==> config.mk <==
export PLATFORM = sky130hd
export DESIGN_NAME = mc_alu_controller_flat
export DESIGN_NICKNAME = d
export VERILOG_FILES = /design/src/rtl/mips_defs.sv /design/src/rtl/mc_alu_controller_if.sv /design/src/rtl/alu_op_decode.sv /design/src/rtl/mc_alu_controller.sv /design/src/flat_wrapper.sv
export SDC_FILE = /design/constraint.sdc
export NUM_CORES = 1
export LEC_CHECK = 0
export CORE_ASPECT_RATIO = 1.4
export CORE_MARGIN = 2
export CORE_UTILIZATION = 58
export DETAILED_ROUTE_END_ITERATION = 7
export DONT_BUFFER_PORTS = 1
export GPL_ROUTABILITY_DRIVEN = 0
export GPL_TIMING_DRIVEN = 0
export PLACE_DENSITY = 0.79
export SLEW_MARGIN = 40
export SYNTH_ARGS = -nofsm -noshare
export SYNTH_HDL_FRONTEND = slang
export SYNTH_SLANG_ARGS = --single-unit
==> constraint.sdc <==
create_clock -name clk -period 5.55 [get_ports clk]
set_input_delay 0.555 -clock clk [delete_from_list [all_inputs] [get_ports clk]]
set_output_delay 0.555 -clock clk [all_outputs]
set_load 0.05 [all_outputs]
==> src/rtl/mips_defs.sv <==
// Shared encodings for the multi-cycle MIPS control path: states, ALU ops,
// opcode/funct values and datapath mux selects.
package mips_defs;

  localparam int unsigned OP_W    = 6;
  localparam int unsigned ALUOP_W = 3;
  localparam int unsigned SRCA_W  = 2;
  localparam int unsigned SRCB_W  = 3;
  localparam int unsigned PCSRC_W = 2;

  typedef enum logic [2:0] {
    ST_FETCH  = 3'd0,
    ST_DECODE = 3'd1,
    ST_EXEC   = 3'd2,
    ST_MEM    = 3'd3,
    ST_WB     = 3'd4
  } state_t;

  // ALU operation codes, bit-exact with the existing ALU
  localparam logic [ALUOP_W-1:0] ALU_ADD = 3'b000;
  localparam logic [ALUOP_W-1:0] ALU_SUB = 3'b001;
  localparam logic [ALUOP_W-1:0] ALU_AND = 3'b010;
  localparam logic [ALUOP_W-1:0] ALU_OR  = 3'b011;
  localparam logic [ALUOP_W-1:0] ALU_SRL = 3'b100;
  localparam logic [ALUOP_W-1:0] ALU_SRA = 3'b101;

  localparam logic [OP_W-1:0] OP_RTYPE = 6'h00;
  localparam logic [OP_W-1:0] OP_J     = 6'h02;
  localparam logic [OP_W-1:0] OP_BEQ   = 6'h04;
  localparam logic [OP_W-1:0] OP_ORI   = 6'h0D;
  localparam logic [OP_W-1:0] OP_LUI   = 6'h0F;
  localparam logic [OP_W-1:0] OP_LW    = 6'h23;
  localparam logic [OP_W-1:0] OP_SW    = 6'h2B;

  localparam logic [OP_W-1:0] FN_SRLV = 6'h06;
  localparam logic [OP_W-1:0] FN_SRAV = 6'h07;
  localparam logic [OP_W-1:0] FN_ADDU = 6'h21;
  localparam logic [OP_W-1:0] FN_SUBU = 6'h23;
  localparam logic [OP_W-1:0] FN_AND  = 6'h24;
  localparam logic [OP_W-1:0] FN_OR   = 6'h25;

  localparam logic [SRCA_W-1:0] SRCA_PC   = 2'b00;
  localparam logic [SRCA_W-1:0] SRCA_RS   = 2'b01;
  localparam logic [SRCA_W-1:0] SRCA_RT   = 2'b10;
  localparam logic [SRCA_W-1:0] SRCA_ZERO = 2'b11;

  localparam logic [SRCB_W-1:0] SRCB_RT      = 3'b000;
  localparam logic [SRCB_W-1:0] SRCB_FOUR    = 3'b001;
  localparam logic [SRCB_W-1:0] SRCB_SEXT    = 3'b010;
  localparam logic [SRCB_W-1:0] SRCB_ZEXT    = 3'b011;
  localparam logic [SRCB_W-1:0] SRCB_SEXT_SH = 3'b100;
  localparam logic [SRCB_W-1:0] SRCB_RS      = 3'b101;
  localparam logic [SRCB_W-1:0] SRCB_LUI     = 3'b110;

  localparam logic [PCSRC_W-1:0] PCSRC_ALU    = 2'b00;
  localparam logic [PCSRC_W-1:0] PCSRC_ALUOUT = 2'b01;
  localparam logic [PCSRC_W-1:0] PCSRC_JUMP   = 2'b10;

endpackage

==> src/rtl/mc_alu_controller_if.sv <==
// Control bus between the multi-cycle controller and the MIPS datapath.
interface mc_alu_controller_if
  import mips_defs::*;
#(
  parameter int unsigned CNT_W = 32
);
  logic [OP_W-1:0]    opcode;
  logic [OP_W-1:0]    funct;
  logic               zero;
  logic [ALUOP_W-1:0] ALUOp;
  logic [SRCA_W-1:0]  ALUSrcA;
  logic [SRCB_W-1:0]  ALUSrcB;
  logic               PCWrite;
  logic [PCSRC_W-1:0] PCSrc;
  logic               IorD;
  logic               MemWrite;
  logic               IRWrite;
  logic               RegWrite;
  logic               RegDst;
  logic               MemtoReg;
  logic               illegal;
  logic [CNT_W-1:0]   instr_cnt;

  modport master (
    input  opcode, funct, zero,
    output ALUOp, ALUSrcA, ALUSrcB, PCWrite, PCSrc, IorD, MemWrite,
           IRWrite, RegWrite, RegDst, MemtoReg, illegal, instr_cnt
  );

  modport slave (
    output opcode, funct, zero,
    input  ALUOp, ALUSrcA, ALUSrcB, PCWrite, PCSrc, IorD, MemWrite,
           IRWrite, RegWrite, RegDst, MemtoReg, illegal, instr_cnt
  );
endinterface

==> src/rtl/alu_op_decode.sv <==
// Combinational instruction decode: ALU op and operand selects for EXEC,
// branch-target setup otherwise, plus the legality flag.
module alu_op_decode
  import mips_defs::*;
(
  input  logic [OP_W-1:0]    opcode,
  input  logic [OP_W-1:0]    funct,
  input  logic               is_exec,
  output logic [ALUOP_W-1:0] alu_op,
  output logic [SRCA_W-1:0]  src_a,
  output logic [SRCB_W-1:0]  src_b,
  output logic               legal
);

  logic [ALUOP_W-1:0] ex_op;
  logic [SRCA_W-1:0]  ex_a;
  logic [SRCB_W-1:0]  ex_b;

  // Per-instruction EXEC datapath setup; legal is independent of state
  always_comb begin
    ex_op = ALU_ADD;
    ex_a  = SRCA_RS;
    ex_b  = SRCB_RT;
    legal = 1'b1;
    unique case (opcode)
      OP_RTYPE: begin
        unique case (funct)
          FN_ADDU: ex_op = ALU_ADD;
          FN_SUBU: ex_op = ALU_SUB;
          FN_AND:  ex_op = ALU_AND;
          FN_OR:   ex_op = ALU_OR;
          FN_SRLV: begin ex_op = ALU_SRL; ex_a = SRCA_RT; ex_b = SRCB_RS; end
          FN_SRAV: begin ex_op = ALU_SRA; ex_a = SRCA_RT; ex_b = SRCB_RS; end
          default: legal = 1'b0;
        endcase
      end
      OP_ORI:        begin ex_op = ALU_OR;  ex_b = SRCB_ZEXT; end
      OP_LUI:        begin ex_op = ALU_ADD; ex_a = SRCA_ZERO; ex_b = SRCB_LUI; end
      OP_LW, OP_SW:  begin ex_op = ALU_ADD; ex_b = SRCB_SEXT; end
      OP_BEQ:        ex_op = ALU_SUB;
      OP_J:          ;
      default:       legal = 1'b0;
    endcase
  end

  // Outside EXEC the ALU computes PC + (sext(imm)<<2) into ALUOut
  always_comb begin
    alu_op = ALU_ADD;
    src_a  = SRCA_PC;
    src_b  = SRCB_SEXT_SH;
    if (is_exec) begin
      alu_op = ex_op;
      src_a  = ex_a;
      src_b  = ex_b;
    end
  end

endmodule

==> src/rtl/mc_alu_controller.sv <==
// Multi-cycle MIPS control unit: FETCH/DECODE/EXEC/MEM/WB sequencer with
// Moore-decoded datapath controls and a retired-instruction counter.
module mc_alu_controller
  import mips_defs::*;
#(
  parameter int unsigned CNT_W = 32
) (
  input  logic                 clk,
  input  logic                 reset,
  mc_alu_controller_if.master  bus
);

  state_t             state_q, state_d;
  logic [CNT_W-1:0]   cnt_q;
  logic               retire;
  logic               legal;
  logic [ALUOP_W-1:0] dec_op;
  logic [SRCA_W-1:0]  dec_a;
  logic [SRCB_W-1:0]  dec_b;

  logic [ALUOP_W-1:0] alu_op;
  logic [SRCA_W-1:0]  src_a;
  logic [SRCB_W-1:0]  src_b;
  logic [PCSRC_W-1:0] pc_src;
  logic pc_write, iord, mem_write, ir_write, reg_write, reg_dst, mem_to_reg, illegal;

  alu_op_decode u_dec (
    .opcode  (bus.opcode),
    .funct   (bus.funct),
    .is_exec (state_q == ST_EXEC),
    .alu_op  (dec_op),
    .src_a   (dec_a),
    .src_b   (dec_b),
    .legal   (legal)
  );

  always_ff @(posedge clk) begin
    if (reset) begin
      state_q <= ST_FETCH;
      cnt_q   <= '0;
    end else begin
      state_q <= state_d;
      if (retire) cnt_q <= cnt_q + CNT_W'(1);
    end
  end

  always_comb begin
    state_d    = ST_FETCH;
    retire     = 1'b0;
    alu_op     = dec_op;
    src_a      = dec_a;
    src_b      = dec_b;
    pc_src     = PCSRC_ALU;
    pc_write   = 1'b0;
    iord       = 1'b0;
    mem_write  = 1'b0;
    ir_write   = 1'b0;
    reg_write  = 1'b0;
    reg_dst    = 1'b0;
    mem_to_reg = 1'b0;
    illegal    = 1'b0;
    case (state_q)
      ST_FETCH: begin
        src_b    = SRCB_FOUR;
        ir_write = 1'b1;
        pc_write = 1'b1;
        state_d  = ST_DECODE;
      end
      ST_DECODE: begin
        if (!legal) begin
          illegal = 1'b1;
        end else if (bus.opcode == OP_J) begin
          pc_write = 1'b1;
          pc_src   = PCSRC_JUMP;
          retire   = 1'b1;
        end else begin
          state_d = ST_EXEC;
        end
      end
      ST_EXEC: begin
        if (bus.opcode == OP_BEQ) begin
          pc_write = bus.zero;
          pc_src   = PCSRC_ALUOUT;
          retire   = 1'b1;
        end else if (bus.opcode == OP_LW || bus.opcode == OP_SW) begin
          state_d = ST_MEM;
        end else begin
          state_d = ST_WB;
        end
      end
      ST_MEM: begin
        iord = 1'b1;
        if (bus.opcode == OP_SW) begin
          mem_write = 1'b1;
          retire    = 1'b1;
        end else begin
          state_d = ST_WB;
        end
      end
      ST_WB: begin
        reg_write  = 1'b1;
        reg_dst    = (bus.opcode == OP_RTYPE);
        mem_to_reg = (bus.opcode == OP_LW);
        retire     = 1'b1;
      end
      default: state_d = ST_FETCH;
    endcase
    // Reset cycle must never commit architectural state
    if (reset) begin
      pc_write  = 1'b0;
      mem_write = 1'b0;
      ir_write  = 1'b0;
      reg_write = 1'b0;
      illegal   = 1'b0;
      retire    = 1'b0;
    end
  end

  assign bus.ALUOp     = alu_op;
  assign bus.ALUSrcA   = src_a;
  assign bus.ALUSrcB   = src_b;
  assign bus.PCWrite   = pc_write;
  assign bus.PCSrc     = pc_src;
  assign bus.IorD      = iord;
  assign bus.MemWrite  = mem_write;
  assign bus.IRWrite   = ir_write;
  assign bus.RegWrite  = reg_write;
  assign bus.RegDst    = reg_dst;
  assign bus.MemtoReg  = mem_to_reg;
  assign bus.illegal   = illegal;
  assign bus.instr_cnt = cnt_q;

endmodule
==> src/flat_wrapper.sv <==
// flat-port wrapper written by rule: the top's interface ports become plain ports
module mc_alu_controller_flat import mips_defs::*;
#(
  parameter int unsigned CNT_W = 32
)
  (clk, reset, bus_opcode, bus_funct, bus_zero, bus_ALUOp, bus_ALUSrcA, bus_ALUSrcB, bus_PCWrite, bus_PCSrc, bus_IorD, bus_MemWrite, bus_IRWrite, bus_RegWrite, bus_RegDst, bus_MemtoReg, bus_illegal, bus_instr_cnt);
  mc_alu_controller_if #(.CNT_W(CNT_W)) bus_i ();
  input  logic clk;
  input  logic reset;
  input wire logic [$bits(bus_i.opcode)-1:0] bus_opcode;
  input wire logic [$bits(bus_i.funct)-1:0] bus_funct;
  input wire logic [$bits(bus_i.zero)-1:0] bus_zero;
  output wire logic [$bits(bus_i.ALUOp)-1:0] bus_ALUOp;
  output wire logic [$bits(bus_i.ALUSrcA)-1:0] bus_ALUSrcA;
  output wire logic [$bits(bus_i.ALUSrcB)-1:0] bus_ALUSrcB;
  output wire logic [$bits(bus_i.PCWrite)-1:0] bus_PCWrite;
  output wire logic [$bits(bus_i.PCSrc)-1:0] bus_PCSrc;
  output wire logic [$bits(bus_i.IorD)-1:0] bus_IorD;
  output wire logic [$bits(bus_i.MemWrite)-1:0] bus_MemWrite;
  output wire logic [$bits(bus_i.IRWrite)-1:0] bus_IRWrite;
  output wire logic [$bits(bus_i.RegWrite)-1:0] bus_RegWrite;
  output wire logic [$bits(bus_i.RegDst)-1:0] bus_RegDst;
  output wire logic [$bits(bus_i.MemtoReg)-1:0] bus_MemtoReg;
  output wire logic [$bits(bus_i.illegal)-1:0] bus_illegal;
  output wire logic [$bits(bus_i.instr_cnt)-1:0] bus_instr_cnt;
  assign bus_i.opcode = bus_opcode;
  assign bus_i.funct = bus_funct;
  assign bus_i.zero = bus_zero;
  assign bus_ALUOp = bus_i.ALUOp;
  assign bus_ALUSrcA = bus_i.ALUSrcA;
  assign bus_ALUSrcB = bus_i.ALUSrcB;
  assign bus_PCWrite = bus_i.PCWrite;
  assign bus_PCSrc = bus_i.PCSrc;
  assign bus_IorD = bus_i.IorD;
  assign bus_MemWrite = bus_i.MemWrite;
  assign bus_IRWrite = bus_i.IRWrite;
  assign bus_RegWrite = bus_i.RegWrite;
  assign bus_RegDst = bus_i.RegDst;
  assign bus_MemtoReg = bus_i.MemtoReg;
  assign bus_illegal = bus_i.illegal;
  assign bus_instr_cnt = bus_i.instr_cnt;
  mc_alu_controller #(.CNT_W(CNT_W)) u_core (.clk(clk), .reset(reset), .bus(bus_i));
endmodule
==> Yosys cells after proc, flatten, opt, wreduce, memory -nomap -nowiden <==
Index checks and enable logic that the tools add are counted.
{ "op_classes": {"n_addsub": 1, "eq_ne": 16, "mux": 43, "n_reduce_logical": 7} }
{ "ops": {"columns": ["operator", "count"], "rows": [
  ["6-bit == test (second input constant)", 6],
  ["32-bit by 1-bit adder with 32-bit output (second input constant)", 1],
  ["3-bit 2-to-1 mux", 8],
  ["3-bit case mux with 4 select lines", 2],
  ["1-bit 2-to-1 mux", 21],
  ["6-bit by 3-bit == test with 1-bit output (second input constant)", 3],
  ["3-bit case mux with 5 select lines", 1],
  ["6-bit by 4-bit == test with 1-bit output (second input constant)", 2],
  ["6-bit OR reduction", 2],
  ["2-bit 2-to-1 mux", 5],
  ["3-bit case mux with 3 select lines", 1],
  ["2-bit case mux with 2 select lines", 2],
  ["3-bit by 2-bit == test with 1-bit output (second input constant)", 2],
  ["6-bit by 2-bit == test with 1-bit output (second input constant)", 1],
  ["6-bit zero test", 1],
  ["1-bit case mux with 4 select lines", 1],
  ["2-bit OR reduction", 2],
  ["3-bit by 1-bit == test with 1-bit output (second input constant)", 1],
  ["3-bit == test (second input constant)", 1],
  ["3-bit zero test", 1],
  ["1-bit case mux with 3 select lines", 1],
  ["1-bit case mux with 2 select lines", 1],
  ["1-bit logical OR", 1]
]} }
{ "totals": {"reg_bits": 35, "output_inout_bits": 50, "word_cells": 69} }

==> Depth between registers and ports, before layout <==
{ "logic_depth": {"depth_word": 7, "depth_mapped": 9, "ltp_nobuf": 6} }

==> By module <==
From an unflattened synthesis, not the netlist that was laid out.
{ "unflattened": {"cells_unflattened": 274, "area_unflattened_um2": 2265.9} }
{ "by_module_without_submodules": {"columns": ["module", "instances", "cells_each", "area_per_inst_um2", "seq_area_each_um2"], "rows": [
  ["mc_alu_controller", 1, 234, 1973.1, 700.7],
  ["alu_op_decode", 1, 40, 292.8, 0.0]
]} }

==> Worst setup path after synthesis <==
Ideal clock, no wire load.
{ "synth_timing": {"path_kind": "input port to output port", "start": "in bus_opcode[3]", "end": "out bus_ALUSrcB[0]", "t_arrival_ns": 2.701, "required_ns": 4.995, "path_slack_ns": 2.294, "cell_stages": 5, "n_path_buf": 0, "path_cell_list": "nor4_2 > nand2_1 > nor3_1 > nand2_1 > a311oi_1"} }
{ "synth_via": {"elab_chain_len": 5} }
{ "synth_lines": {"columns": ["item", "line", "rtl"], "rows": [
  ["from (decl)", "flat_wrapper.sv:10", "input wire logic [$bits(bus_i.opcode)-1:0] bus_opcode;"],
  ["6-bit == test", "alu_op_decode.sv:25", "unique case (opcode)"],
  ["2-bit OR reduction", null, null],
  ["3-bit case mux with 4 select lines *", "alu_op_decode.sv:25", null],
  ["3-bit 2-to-1 mux *", "alu_op_decode.sv:51", "if (is_exec) begin"],
  ["3-bit 2-to-1 mux *", "mc_alu_controller.sv:62", "case (state_q)"],
  ["to (decl)", "flat_wrapper.sv:15", "output wire logic [$bits(bus_i.ALUSrcB)-1:0] bus_ALUSrcB;"]
]} }
Every way passes the cells marked *; elsewhere a longest branch is shown, timed or not.

==> Worst setup path after layout <==
{ "layout_timing": {"start": "reg u_core.state_q[0]", "end": "out bus_MemWrite"} }
{ "layout_via": {"elab_chain_len": 3} }
{ "layout_lines": {"columns": ["item", "line", "rtl"], "rows": [
  ["from (decl)", "mc_alu_controller.sv:13", "state_t state_q, state_d;"],
  ["from (signal assigned)", "mc_alu_controller.sv:42", "state_q <= state_d;"],
  ["3-bit by 2-bit == test with 1-bit output", "mc_alu_controller.sv:62", null],
  ["1-bit 2-to-1 mux", "mc_alu_controller.sv:62", null],
  ["1-bit 2-to-1 mux", "mc_alu_controller.sv:109", "if (reset) begin"],
  ["to (decl)", "flat_wrapper.sv:19", "output wire logic [$bits(bus_i.MemWrite)-1:0] bus_MemWrite;"]
]} }
No other way between the ends.

==> results.yml <==
finish:
  n_antenna_cell: 0
  regArea_um2: 701
  area_delta_synth_final_pct: 10.3
  drive_gt1_share_pct: 13.6
  final_nets: 295
  final_cell_mix: "35 x dfxtp_1, 28 x nor2_1, 23 x nand2_1, 20 x a21oi_1, 14 x or4_1"
  n_fill_cell: 320
  final_common_cell: "dfxtp_1"
  multi_input_area_um2: 1430
  fin_cells: 322
clock_network:
  cts_max_path_buffers: 2
  cts_resized: 0
  postCtsSetupBuffers: 0
  cts_tree: "done"
  cts.sinks: 35
  clk_pin_slew_ns: 0.07
  holdBufCountCts: 0
  numCtsBuffers: 5
  cts-htree-levels: 2
  root_buffer: "clkbuf_8"
  clock_latency_ns: 0.29
power:
  irDropWorstVdd_mv: 0.209
  finalPower_uw: 472
  power_leakage_uw: 0.000690
  p_per_area_nw_per_um2: 199
synthesis:
  ys_warn_count: 0
  synth_cell_types: 49
  yosysTopAreaCellShare_pct: 32.6
  synth-async-reset-ratio_pct: 0
  syn-num-nets: 286
  seq_area_frac_synth_pct: 32.6
  netlist_area_um2: 2150
  synth_top_cell_by_area: "dfxtp_1"
  synth_area_leaders: "dfxtp_1 33%, a21oi_1 5.1%, nor2_1 5.1%"
  synthFlopType: "dfxtp_1"
  synth_edf_count: 0
  syn_inst: 270
  syn_area_per_cell_um2: 7.95
  synth_seq_cells: 35
floorplanning:
  ios: 65
  core_area_um2: 3610
  die_x_um: 55.4
  num_rows: 26
  die_height_um: 76.0
  dieArea_um2: 4210
  initial_core_util_pct: 59.5
drt:
  drt_wl_total_mm: 5.41
  drtIter0Drc: 106
  vias: 2110
  dr.pass1.iters: 5
  post_drt_wl_per_cell_um: 16.8
  viasPerCell: 6.55
  ant_nets: 0
  drcViolationCount: 0
place:
  io_buffers: 0
  dp_cells: 314
  pre_cts_ws_ns: 2.57
  dp_hpwl_mm: 4.02
timing:
  fin_hold_ws_ns: 0.428
  hold_viol: 0
  min_period_ns: 3.30
  worst_pin_slew_ns: 0.883
  post-route-period-util_pct: 59.5
  clock_skew_ns: 0.00530
  slew_violations: 0
  rsz0062_at_grt: "no"
  max_slew_margin_pct: 40.9
  layout_setup_ws_ns: 2.25
  tns_ns: 0
  setup_viol: 0
  max_freq_mhz: 303
critical_path:
  critPathBufInv: 1
  cp_cell_sequence: "clkbuf_1 > nor2b_1 > and2_1 > nor3b_2"
  critPathKind: "register to primary output"
  endpoint_kind: "primary output"
  start_kind: "register"
  worst_path_max_delay_cell: "nor3b_2"
  cp_top_family: "simple AND/OR/NAND/NOR gates"
  max_stage_delay_ns: 0.79
  required_ns: 4.99
  crit_arrival_ns: 2.75
  path_max_fanout: 9
global_route:
  grt_pass1_vias: 1959
  grt_pass1_wl_mm: 9.09
  busiest_layer: "met2"
  grt_use_met3_pct: 10.0
  grtUsageMet2_pct: 45.0
  grt_overflow: 0
  grtUsageTotal_pct: 26.5
  grt.met1_usage_pct: 29.3
  grt_max_degree: 11
  grt_antenna_before_repair: 0
worst_hold_path:
  hold_path.class: "input pin to register"
status:
  status: "finished, final reports clean"
flow_run:
  maxCapViolations: 0
[report_power, final]
group / total, uW / switching (uW) / internal, uW
sequential: 253 / 0.692 / 252
clock: 180 / 91.8 / 88.0
combinational: 39.4 / 28.6 / 10.8
[flip-flops by register name, summed over array words and instances (netlist names)]
name / cells
u_core.bus.instr_cnt: 32
u_core.state_q: 3
[synthesized netlist by cell type, types with 3 or more instances]
library cell  number
a2111oi_2          3
a21oi_1           22
and2_1             5
and3_1             4
and4_1             5
clkbuf_1          11
dfxtp_1           35
inv_1              3
nand2_1           23
nand2b_1           4
nand3_1           10
nand4_1            8
nor2_1            29
nor2b_1            6
nor3_1             7
o2111ai_1          3
o21a_1             3
o21ai_0            9
o21ai_1            3
o21ai_2            3
o31ai_1           11
or3_1              3
or4_1             14
xnor2_1            9
xor2_1             8
[layer usage]
metal | wire, um | up-vias
met2 | 2750 | 80
met1 | 2100 | 992
li1 | - | 1028
met5 | 0 | -
met3 | 475 | 10
met4 | 84 | 0
[path summary, 6_finish.rpt]
check                                from                       end  slack, ns  cells after the start
setup reg to reg  u_core.bus.instr_cnt[9]  u_core.bus.instr_cnt[28]       2.66                      8
hold / removal                      reset  u_core.bus.instr_cnt[22]       0.43                      2
hold reg to reg         u_core.state_q[2]         u_core.state_q[2]       0.68                      2
setup / recovery        u_core.state_q[0]              bus_MemWrite       2.25                      4
[kinds of logic (layout without fill, tap and decap cells)]
family                   count (synthesis)  count (layout)  synth area share [%]
buffers and inverters                   19              29                  4.31
AO/OA/AOI/OAI                           66              66                  20.6
adder cells (fa/ha/maj)                  1               1                 0.583
multiplexers                             1               1                 0.466
XOR/XNOR                                17              17                  6.94
flip-flops                              35              35                  32.6
AND/OR/NAND/NOR                        131             131                  34.4
[area by class of cell]
| cell class | count | share of cell area [%] |
|---|---|---|
| Tap cell | 42 | 2.22 |
| Clock inverter | 1 | 0.211 |
| Sequential cell | 35 | 29.6 |
| Multi-Input combinational cell | 216 | 60.2 |
| Inverter | 3 | 0.476 |
| Buffer | 16 | 3.44 |
| Clock buffer | 7 | 3.22 |
| Timing Repair Buffer | 2 | 0.634 |
[stage by stage]
stage	util, %	area, um^2
after floorplan	-	2150
after global placement	60.9	2200
after detailed placement	63.2	2280
after CTS	65.5	2360
after global routing	65.6	2370
final	65.6	2370
Power figures use the tool's default switching activity.
